$ cat config.mk
export PLATFORM = sky130hd
export DESIGN_NAME = if_stage_flat
export DESIGN_NICKNAME = d
export VERILOG_FILES = /design/src/rtl/if_stage_if.sv /design/src/rtl/if_stage.sv /design/src/flat_wrapper.sv
export SDC_FILE = /design/constraint.sdc
export NUM_CORES = 1
export LEC_CHECK = 0
export BUFFER_PORTS_ARGS = -buffer_cell sky130_fd_sc_hd__buf_2
export CORE_MARGIN = 4
export CORE_UTILIZATION = 47
export DETAILED_ROUTE_END_ITERATION = 7
export PLACE_DENSITY = 0.86
export SYNTH_ARGS = -nofsm -noshare
export SYNTH_HDL_FRONTEND = slang
export SYNTH_SLANG_ARGS = --single-unit
$ cat constraint.sdc
create_clock -name clk -period 4.6 [get_ports clk]
set_input_delay 0.23 -clock clk [delete_from_list [all_inputs] [get_ports clk]]
set_output_delay 0.23 -clock clk [all_outputs]
set_load 0.03 [all_outputs]
$ cat src/rtl/if_stage_if.sv
// Fetch-stage bundle: next-PC/flush control, instruction memory port and decode handoff.
// stall_count is present only when IF_STALL_CNT_EN is defined.
interface if_stage_if;
    logic [31:0] next_pc;
    logic        flush;
    logic [31:0] pc;
    logic [31:0] pc_plus4;
    logic        imem_req;
    logic [31:0] imem_addr;
    logic        imem_ack;
    logic [31:0] imem_data;
    logic [31:0] instr;
    logic [31:0] instr_pc;
    logic        instr_valid;
    logic        instr_ready;
`ifdef IF_STALL_CNT_EN
    logic [31:0] stall_count;

    modport master (
        input  next_pc, flush, imem_ack, imem_data, instr_ready,
        output pc, pc_plus4, imem_req, imem_addr, instr, instr_pc, instr_valid, stall_count
    );
    modport slave (
        output next_pc, flush, imem_ack, imem_data, instr_ready,
        input  pc, pc_plus4, imem_req, imem_addr, instr, instr_pc, instr_valid, stall_count
    );
`else
    modport master (
        input  next_pc, flush, imem_ack, imem_data, instr_ready,
        output pc, pc_plus4, imem_req, imem_addr, instr, instr_pc, instr_valid
    );
    modport slave (
        output next_pc, flush, imem_ack, imem_data, instr_ready,
        input  pc, pc_plus4, imem_req, imem_addr, instr, instr_pc, instr_valid
    );
`endif
endinterface

$ cat src/rtl/if_stage.sv
// Instruction fetch: one outstanding imem request, one registered instruction for decode (IF_STALL_CNT_EN adds stall_count).
// Latency: instr_valid one cycle after imem_ack; next request the cycle after instr_valid&instr_ready.
// Backpressure: instr/instr_pc/pc held while instr_ready=0; flush overrides everything.
module if_stage #(
    parameter logic [31:0] RESET_PC = 32'h0000_0000,
    parameter logic [31:0] PC_STEP  = 32'd4
) (
    input  logic       clk,
    input  logic       rst_n,
    if_stage_if.master bus
);
    typedef enum logic {S_REQ = 1'b0, S_OUT = 1'b1} state_t;

    localparam logic [31:0] RESET_PC_AL = {RESET_PC[31:2], 2'b00};

    state_t      state;
    logic [31:0] pc_q;
    logic [31:0] instr_q;
    logic [31:0] instr_pc_q;
    logic        req_q;
    logic        vld_q;
    logic [31:0] next_pc_al;

    assign next_pc_al = {bus.next_pc[31:2], 2'b00};

    // req_q stays low through reset so an ack seen before the first edge is ignored
    always_ff @(posedge clk or negedge rst_n) begin
        if (!rst_n) begin
            state      <= S_REQ;
            pc_q       <= RESET_PC_AL;
            instr_q    <= '0;
            instr_pc_q <= '0;
            req_q      <= 1'b0;
            vld_q      <= 1'b0;
        end else if (bus.flush) begin
            state <= S_REQ;
            pc_q  <= next_pc_al;
            req_q <= 1'b1;
            vld_q <= 1'b0;
        end else begin
            case (state)
                S_REQ: begin
                    req_q <= 1'b1;
                    if (req_q && bus.imem_ack) begin
                        instr_q    <= bus.imem_data;
                        instr_pc_q <= pc_q;
                        pc_q       <= next_pc_al;
                        state      <= S_OUT;
                        req_q      <= 1'b0;
                        vld_q      <= 1'b1;
                    end
                end
                S_OUT: begin
                    if (bus.instr_ready) begin
                        state <= S_REQ;
                        req_q <= 1'b1;
                        vld_q <= 1'b0;
                    end
                end
                default: begin
                    state <= S_REQ;
                    req_q <= 1'b1;
                    vld_q <= 1'b0;
                end
            endcase
        end
    end

`ifdef IF_STALL_CNT_EN
    logic [31:0] stall_q;

    // Saturating count of cycles where decode refused a valid instruction
    always_ff @(posedge clk or negedge rst_n) begin
        if (!rst_n) begin
            stall_q <= '0;
        end else if (vld_q && !bus.instr_ready && (stall_q != 32'hFFFF_FFFF)) begin
            stall_q <= stall_q + 32'd1;
        end
    end

    assign bus.stall_count = stall_q;
`endif

    assign bus.pc          = pc_q;
    assign bus.pc_plus4    = pc_q + PC_STEP;
    assign bus.imem_req    = req_q;
    assign bus.imem_addr   = pc_q;
    assign bus.instr       = instr_q;
    assign bus.instr_pc    = instr_pc_q;
    assign bus.instr_valid = vld_q;
endmodule

$ cat src/flat_wrapper.sv
// flat-port wrapper written by rule: the top's interface ports become plain ports
module if_stage_flat 
#(
    parameter logic [31:0] RESET_PC = 32'h0000_0000,
    parameter logic [31:0] PC_STEP  = 32'd4
)
  (clk, rst_n, bus_next_pc, bus_flush, bus_imem_ack, bus_imem_data, bus_instr_ready, bus_pc, bus_pc_plus4, bus_imem_req, bus_imem_addr, bus_instr, bus_instr_pc, bus_instr_valid);
  if_stage_if bus_i ();
  input  logic clk;
  input  logic rst_n;
  input wire logic [$bits(bus_i.next_pc)-1:0] bus_next_pc;
  input wire logic [$bits(bus_i.flush)-1:0] bus_flush;
  input wire logic [$bits(bus_i.imem_ack)-1:0] bus_imem_ack;
  input wire logic [$bits(bus_i.imem_data)-1:0] bus_imem_data;
  input wire logic [$bits(bus_i.instr_ready)-1:0] bus_instr_ready;
  output wire logic [$bits(bus_i.pc)-1:0] bus_pc;
  output wire logic [$bits(bus_i.pc_plus4)-1:0] bus_pc_plus4;
  output wire logic [$bits(bus_i.imem_req)-1:0] bus_imem_req;
  output wire logic [$bits(bus_i.imem_addr)-1:0] bus_imem_addr;
  output wire logic [$bits(bus_i.instr)-1:0] bus_instr;
  output wire logic [$bits(bus_i.instr_pc)-1:0] bus_instr_pc;
  output wire logic [$bits(bus_i.instr_valid)-1:0] bus_instr_valid;
  assign bus_i.next_pc = bus_next_pc;
  assign bus_i.flush = bus_flush;
  assign bus_i.imem_ack = bus_imem_ack;
  assign bus_i.imem_data = bus_imem_data;
  assign bus_i.instr_ready = bus_instr_ready;
  assign bus_pc = bus_i.pc;
  assign bus_pc_plus4 = bus_i.pc_plus4;
  assign bus_imem_req = bus_i.imem_req;
  assign bus_imem_addr = bus_i.imem_addr;
  assign bus_instr = bus_i.instr;
  assign bus_instr_pc = bus_i.instr_pc;
  assign bus_instr_valid = bus_i.instr_valid;
  if_stage #(.RESET_PC(RESET_PC), .PC_STEP(PC_STEP)) u_core (.clk(clk), .rst_n(rst_n), .bus(bus_i));
endmodule
After elaboration in Yosys (flattened, before gate mapping)
Index checks and enable logic that the tools add are counted. W data, S select, Z words.

Bits in registers: 99. Latch bits: 0. RAM bits: 0. ROM bits: 0. Bits of input ports: 69. Output and inout bits: 162. Logic and storage cells: 32. Memories kept: 0.

$add $sub $neg: 1. $mul: 0. Divide/modulo/power cells: 0. Magnitude comparators: 0. Equality and inequality tests: 3. Shift-type cells: 0. Muxes and demuxes: 15. Bitwise gates (word level): 2. Reductions and logical operators: 5.

Operator list (count): $mux W32 (3); $add A32 B3 Y32 const B (1); $mux W1 (9); $pmux W1 S2 (3); $reduce_and A2 Y1 (2); $ne A3 B2 Y1 const B (1); $ne A3 B3 Y1 const B (1); $reduce_and A3 Y1 (1); $ne A2 B2 Y1 const B (1); $not A1 Y1 (2); $reduce_bool A2 Y1 (1); $logic_and A1 B1 Y1 (1).

Depth between registers and ports, before layout
Gate-level depths: netlist (run 1).

Depth after elaboration: 4. Mapped depth: 5. Depth with buffers taken out: 5.

Worst setup path before layout (run 1)
Ideal clock, no wire load.

Path kind: reg-to-output. From: register u_core.pc_q[7] (netlist: u_core.bus.imem_addr[7]). To: output port bus_pc_plus4[23]. Data arrival time: 2.336 ns. Data required time: 4.370 ns. Slack: 2.034 ns. Stages on the path, launching flop included: 5. Path buffers: 0. Cells stage by stage: dfrtp_1 nand3_1 nor4_4 or4b_1 xnor2_1.

Cells in the longest elaborated chain, start to end: 1.

Ends and longest elaborated chain: start, declared (line if_stage.sv:17) `logic [31:0] pc_q;`; start signal, assigned (line if_stage.sv:37) `pc_q <= next_pc_al;`; start signal, assigned (line if_stage.sv:47) `pc_q <= next_pc_al;`; $add A32 B3 Y32 (line if_stage.sv:85) `assign bus.pc_plus4 = pc_q + PC_STEP;`; end, declared (line flat_wrapper.sv:17) `output wire logic [$bits(bus_i.pc_plus4)-1:0] bus_pc_plus4;`.

No other way between the ends.

Worst setup path in the final report (run 1)
From: register u_core.pc_q[2] (netlist: u_core.bus.imem_addr[2]). To: output port bus_pc_plus4[30].

Same word-level chain as after synthesis.

==> metrics, run 1 <==
PnR Total Power=2.76 mW; largest net degree at the start of global routing=65; final setup fails=0; EDFF count, synth=0; Max Freq=approximately 0.33 GHz; Netlist cell types=29; GR Util All Layers=about a fifth; clk sink count=95; mux cell area share after synthesis=roughly a quarter; Max FO, Critical Path=9; fraction of layout cells with a size suffix above 1=61.8%; syn avg cell area=between 10 and 15 um^2; fin util=between 60% and 70%; post-synthesis xor/xnor area fraction=under 10%; DP HPWL=7880 um; final setup margin=1.60 ns; RSZ-0062 raised after global routing=false; Ports=231; drt first-iter violations=100; Crit. End Element=output pin; Post-CTS Setup Inserts=0; dominant cell type by area after synthesis=dfrtp_1; LEAKAGE=about 2.7 nW; area of the core=between 0.008 and 0.009 mm^2; Die Y-Extent=approximately 100 um; Syn Inst Count=327; HP Class=in -> reg; top cells by area, synth=dfrtp_1, mux2_2, buf_4, xnor2_1, mux2_1; post-synthesis sequential area ratio=54.5%; Cell Rows=34; P&R area growth vs syn=27.1%; Fin. Hold Viols=0; min Tclk post-route=roughly 3 ns; WL/cell=roughly 17 um; Post-Route WL=10,500 um; clk slew on worst S/H paths=about 0.090 ns; pre-CTS worst setup slack=between 1.5 and 2 ns; Vias/cell=~5; vias post-DR=~3.2k; outcome=completed; Antenna Violating Nets Remaining=0; Synth Area in Adders=0.287%; H-tree Lvls=3; Post-CTS Hold Fix Bufs=1; Die W=between 100 and 150 um; Max Cap Viol=0; YS warnings=0; Setup CP Type=reg -> out; hold slack=0.0958 ns; CTS tree=built; Most used DFF post-synth=dfrtp_1; largest family of logic cells by synthesized area=multiplexers; Clock Tree Root=clkbuf_8; worst endpoint required time=4.37 ns; # DRC=0; simple-gate area share of the yosys netlist=about 7.7%; initial antenna violation count=0; grt ovf=0; vias in the first global route=roughly 3.4k; Startpoint Class=register; Initial Util=between 40 and 50%; PortBufs=220; global placement routability congestion=0.826; Clock Path Buffers=2; Async SR Flop Fraction=between 90% and 100%; setup tns final=0 ns; area share of the largest cell type after synthesis=a little over half; Data arrival, critical path=~2.8 ns; CP Cell Sequence=ha_1 -> nand2_1 -> nor4_2 -> nand4_1 -> xnor2_1 -> buf_2; die footprint=about 0.011 mm^2; Slowest-stage cell, CP=nor4_2; max incr delay on CP=0.74 ns; n_diodes=0; Post-CTS Resized=0; Netlist Area Pre-Place=approximately 0.0044 mm^2; final period utilization=between 60% and 70%; PD cells=between 400 and 500 mW/mm^2; #FFs+latches synth=95; Max VDD drop=303 uV; Slew HR=a little over a third; first-pass GRT wire length=16,900 um; worst skew pair latency=about 0.34 ns; CTS Buf Count=9; fin nets=about 590; First-pass DRT Iterations=4; Worst Clk Skew=around 0.013 ns; worst slew pin tran=0.970 ns; Compound-Gate Fraction of Synth Area=less than 1%; Final Max Slew Viols=0; most frequent cells after synthesis=dfrtp_1, mux2_2, buf_4; count leader, synth=dfrtp_1
registers in the layout (all words and copies together) (netlist names):
register	count
u_core.bus.imem_addr	30
u_core.bus.instr_valid	1
u_core.bus.instr	32
u_core.state	1
u_core.bus.imem_req	1
u_core.bus.instr_pc	30
layer usage:
| metal | vias up | part of all wire (%) | track usage [%] |
|---|---|---|---|
| li1 | 1482 | - | - |
| met1 | 1593 | 38 | 21.7 |
| met3 | 20 | 6.3 | 4.35 |
| met2 | 135 | 53 | 33.8 |
| met5 | - | 0 | 0 |
| met4 | 0 | 2.3 | 7.79 |
final timing paths:
kind	start	to	slack [ns]	depth (start not counted)
setup / recovery	u_core.bus.imem_addr[2]$_DFFE_PN0P_	bus_pc_plus4[30]	1.60	6
hold / removal	bus_imem_data[13]	u_core.bus.instr[13]$_DFFE_PN0P_	0.1	2
setup reg to reg	u_core.bus.imem_req$_DFFE_PN0P_	u_core.bus.imem_addr[18]$_DFFE_PN0P_	2.69	4
hold reg to reg	u_core.bus.instr[10]$_DFFE_PN0P_	u_core.bus.instr[10]$_DFFE_PN0P_	0.49	1
max in group asynchronous	rst_n	u_core.bus.instr_pc[10]$_DFFE_PN0P_	3.10	3
min in group asynchronous	rst_n	u_core.bus.instr_pc[12]$_DFFE_PN0P_	0.42	2
power by group:
| group | switching (mW) | internal (mW) | leakage (nW) |
|---|---|---|---|
| logic | 0.720 | 0.348 | 1.47 |
| clock network | 0.289 | 0.256 | 0.0973 |
| registers | 0.135 | 1.01 | 1.11 |
worst max-delay path, delay by kind of cell (launching register included):
family	cells	cell delay, ns
AND/OR/NAND/NOR	3	1.09
flip-flops	1	0.54
adder cells (fa/ha/maj)	1	0.36
buffers and inverters	1	0.23
XOR/XNOR	1	0.21
cell families (layout without fill, tap and decap cells):
logic type,count (synthesis),after routing
simple gates,57,57
other cells,1,8
mux,92,92
flops,95,95
xor+xnor,28,28
compound gates,3,3
buf+inv,50,242
fa+ha+maj,1,1
metrics by stage:
step,cell area (um^2),instances
global placement,5340,617
finish,5540,634
floorplan,4390,334
CTS,5540,634
detailed placement,5340,617
global route,5540,634
area by class of cell:
type,count,area [um^2]
fill,721,3350
sequential,95,2380
multi-input combinational,189,1690
timing repair buffer,223,1130
tap,108,135
clock buffer,10,128
clock inverter,6,68.8
inverter,3,11.3
cells in the final DEF, fill, tap and decap left out, types with 2 or more instances in the layout:
cell | Yosys | layout
xor2_1 | 6 | 6
buf_2 | 0 | 219
xnor2_1 | 22 | 22
and4_1 | 2 | 2
mux2_2 | 81 | 81
dfrtp_1 | 95 | 95
nor4_2 | 2 | 2
nand4_1 | 7 | 7
inv_1 | 3 | 3
conb_1 | 1 | 8
inv_6 | 0 | 2
mux2_1 | 11 | 11
nor2_1 | 9 | 8
buf_4 | 38 | 3
clkbuf_8 | 0 | 9
nand2_1 | 11 | 11
and3_1 | 4 | 4
nand3_1 | 14 | 14
No activity file was read; power rests on OpenSTA's default activity.
==> run 2: changes to the inputs <==
- CORE_UTILIZATION: 47 -> 45
- PLACE_DENSITY: 0.86 -> 0.83
- clock period: 4.6 -> 2.95 ns (I/O delays scaled with it)
==> run 2 against run 1 <==
Effect of this change:
- first-iteration DRC count rose by 40%
- register-to-register slack got worse by 1.4 ns
- largest power group unchanged
- critical path type unchanged
- combinational power rose by 57%
- worst setup slack got worse by 1.1 ns
- critical endpoint is now bus_pc_plus4[23]
- highest routed layer unchanged
- routed wire length rose by 0.85%
- power rose by 57%
- critical path depth fell by 1
- non-clock buffer count rose by 9
- largest cell class unchanged
- sequential power rose by 56%
- count of clock-buffer cells in the layout did not move
- utilization fell by 1.5 points
- clock power rose by 60%
==> metrics, run 2 (synthesized netlist as in run 1, its figures left out) <==
Sw Share=roughly two fifths; PD cells=around 760 mW/mm^2; Fill cells=between 700 and 800; DP HPWL=roughly 8100 um; WL/cell=15.9 um; Clk network pwr share=between 20 and 25%; Fin. Hold Viols=0; # DRC=0; Ports=231; Die W=~110 um; H-tree Lvls=3; Post-CTS Setup Inserts=0; grt ovf=0; final setup fails=0; P_int=~2.5 mW; vias in the first global route=~3.5k; initial antenna violation count=0; die footprint=around 0.011 mm^2; met1 Use GR=about 22%; commonest non-fill, non-tap cells in the layout=buf_2, dfrtp_1, mux2_2, xnor2_1, nand3_1; RSZ-0062 raised after global routing=false; Initial Util=46.7%; First-pass DRT Iterations=4; Clock Tree Root=clkbuf_8; Vias/cell=about 4.9; global placement routability congestion=approximately 0.76; clk sink count=between 90 and 100; largest net degree at the start of global routing=54; min Tclk post-route=approximately 2.4 ns; P&R area growth vs syn=30.0%; Combinational Power Share=between 30% and 40%; Switch Pwr=between 1.5 and 2 mW; Clock Path Buffers=2; first-pass GRT wire length=~17,000 um; M3 GR Usage=around 5.6%; Slowest-stage cell, CP=dfrtp_1; Crit. End Element=output pin; final period utilization=about 82%; area of the core=roughly 0.0093 mm^2; hold slack=about 0.02 ns; Max Cap Viol=0; n_diodes=0; worst slew pin tran=slightly above 0.6 ns; Flop pwr share=approximately two fifths; Setup CP Type=reg -> out; most common cell after layout, fill and taps aside=buf_2; CP Cell Sequence=nand3_2 -> nor4_4 -> or4b_1 -> xnor2_1 -> buf_2; vias post-DR=3,228; Data arrival, critical path=approximately 2.3 ns; Max Freq=between 0.4 and 0.5 GHz; CTS Buf Count=9; Max FO, Critical Path=9; worst skew pair latency=around 0.35 ns; max FFs per register=32; PortBufs=between 200 and 250; Worst Clk Skew=roughly 0.010 ns; gr busiest metal=met2; setup tns final=0 ns; Post-Route WL=10,600 um; max incr delay on CP=0.51 ns; Max VDD drop=429 uV; LEAKAGE=around 2.7 nW; Slew HR=about three fifths; PnR Total Power=approximately 4.3 mW; Final Max Slew Viols=0; M2 GR Usage=between 30% and 40%; Die Y-Extent=106 um; outcome=completed; Post-CTS Resized=0; GR Util All Layers=between 10% and 20%; CTS tree=built; Startpoint Class=register; clk slew on worst S/H paths=about 0.10 ns; fraction of layout cells with a size suffix above 1=slightly above 60%; Cell Rows=35; worst endpoint required time=~2.8 ns; fin nets=600; HP Class=in -> reg; drt first-iter violations=140; Antenna Violating Nets Remaining=0
==> run 2: cell types whose count changed in the layout (fill, tap and decap cells not counted) <==
cell           previous run  this run
clkbuf_1                  1         0
inv_6                     2         1
clkinv_4                  1         2
dlygate4sd3_1             1         6
clkbuf_8                  9        10
buf_4                     3         6
buf_12                    0         1
==> run 2: path summary, 6_finish.rpt <==
kind | from | end | slack [ns] | cells after the start
worst max-delay path | u_core.bus.imem_addr[4]$_DFFE_PN0P_ | bus_pc_plus4[23] | 0.52 | 5
worst min-delay path | bus_next_pc[14] | u_core.bus.imem_addr[14]$_DFFE_PN0P_ | 0.02 | 2
worst max register to register | u_core.bus.imem_req$_DFFE_PN0P_ | u_core.bus.instr_pc[10]$_DFFE_PN0P_ | 1.31 | 4
worst min register to register | u_core.bus.instr[10]$_DFFE_PN0P_ | u_core.bus.instr[10]$_DFFE_PN0P_ | 0.49 | 1
max in group asynchronous | rst_n | u_core.bus.imem_addr[23]$_DFFE_PN0P_ | 1.92 | 3
min in group asynchronous | rst_n | u_core.bus.imem_addr[18]$_DFFE_PN0P_ | 0.32 | 2
==> run 2: metal layers <==
metal | vias up | part of all wire, %
met2 | 138 | 51
met5 | - | 0
met1 | 1573 | 38
met3 | 20 | 8.8
met4 | 0 | 2.1
li1 | 1497 | -
==> run 2: stage by stage <==
stage | setup slack (ns) | utilization [%] | cell area (um^2) | instances
after floorplan | 0.467 | - | 4390 | 334
after global placement | 0.856 | 57.9 | 5400 | 642
after detailed placement | 0.860 | 57.9 | 5400 | 642
after CTS | 0.462 | 60.6 | 5650 | 662
after global routing | 0.279 | 60.8 | 5670 | 664
final | 0.522 | 60.8 | 5670 | 664
==> run 2: what timing repair did <==
item	4_1_cts	5_1_grt
endpoints found under the setup margin	0	0
endpoints found under the hold margin	45	2
hold buffers	4	2
==> run 2: layout make-up <==
cell class              count  area [um^2]  area share (%)
flip-flops and latches     95         2380            41.9
repair buffers            232         1220            21.5
clock inverters             6         68.8            1.21
inverters                   3         11.3           0.199
well taps                 129          161            2.85
clock buffers              10          138            2.43
multi-input cells         189         1690            29.9
==> run 2: power by group through the flow <==
stage,registers [mW],logic [mW],clock network (mW)
6_report,1.78,1.68,0.871
5_1_grt,1.83,1.77,0.963
4_1_cts,1.78,1.70,0.905
3_5_place_dp,1.81,1.69,0
3_3_place_gp,1.79,1.66,0
2_1_floorplan,2.34,0.655,0
==> run 2: critical path: cells and delay by family, from the launching register on <==
kind          cells  cell delay, ns
flops             1            0.51
xor+xnor          1            0.16
buf+inv           1            0.22
simple gates      3            1.05
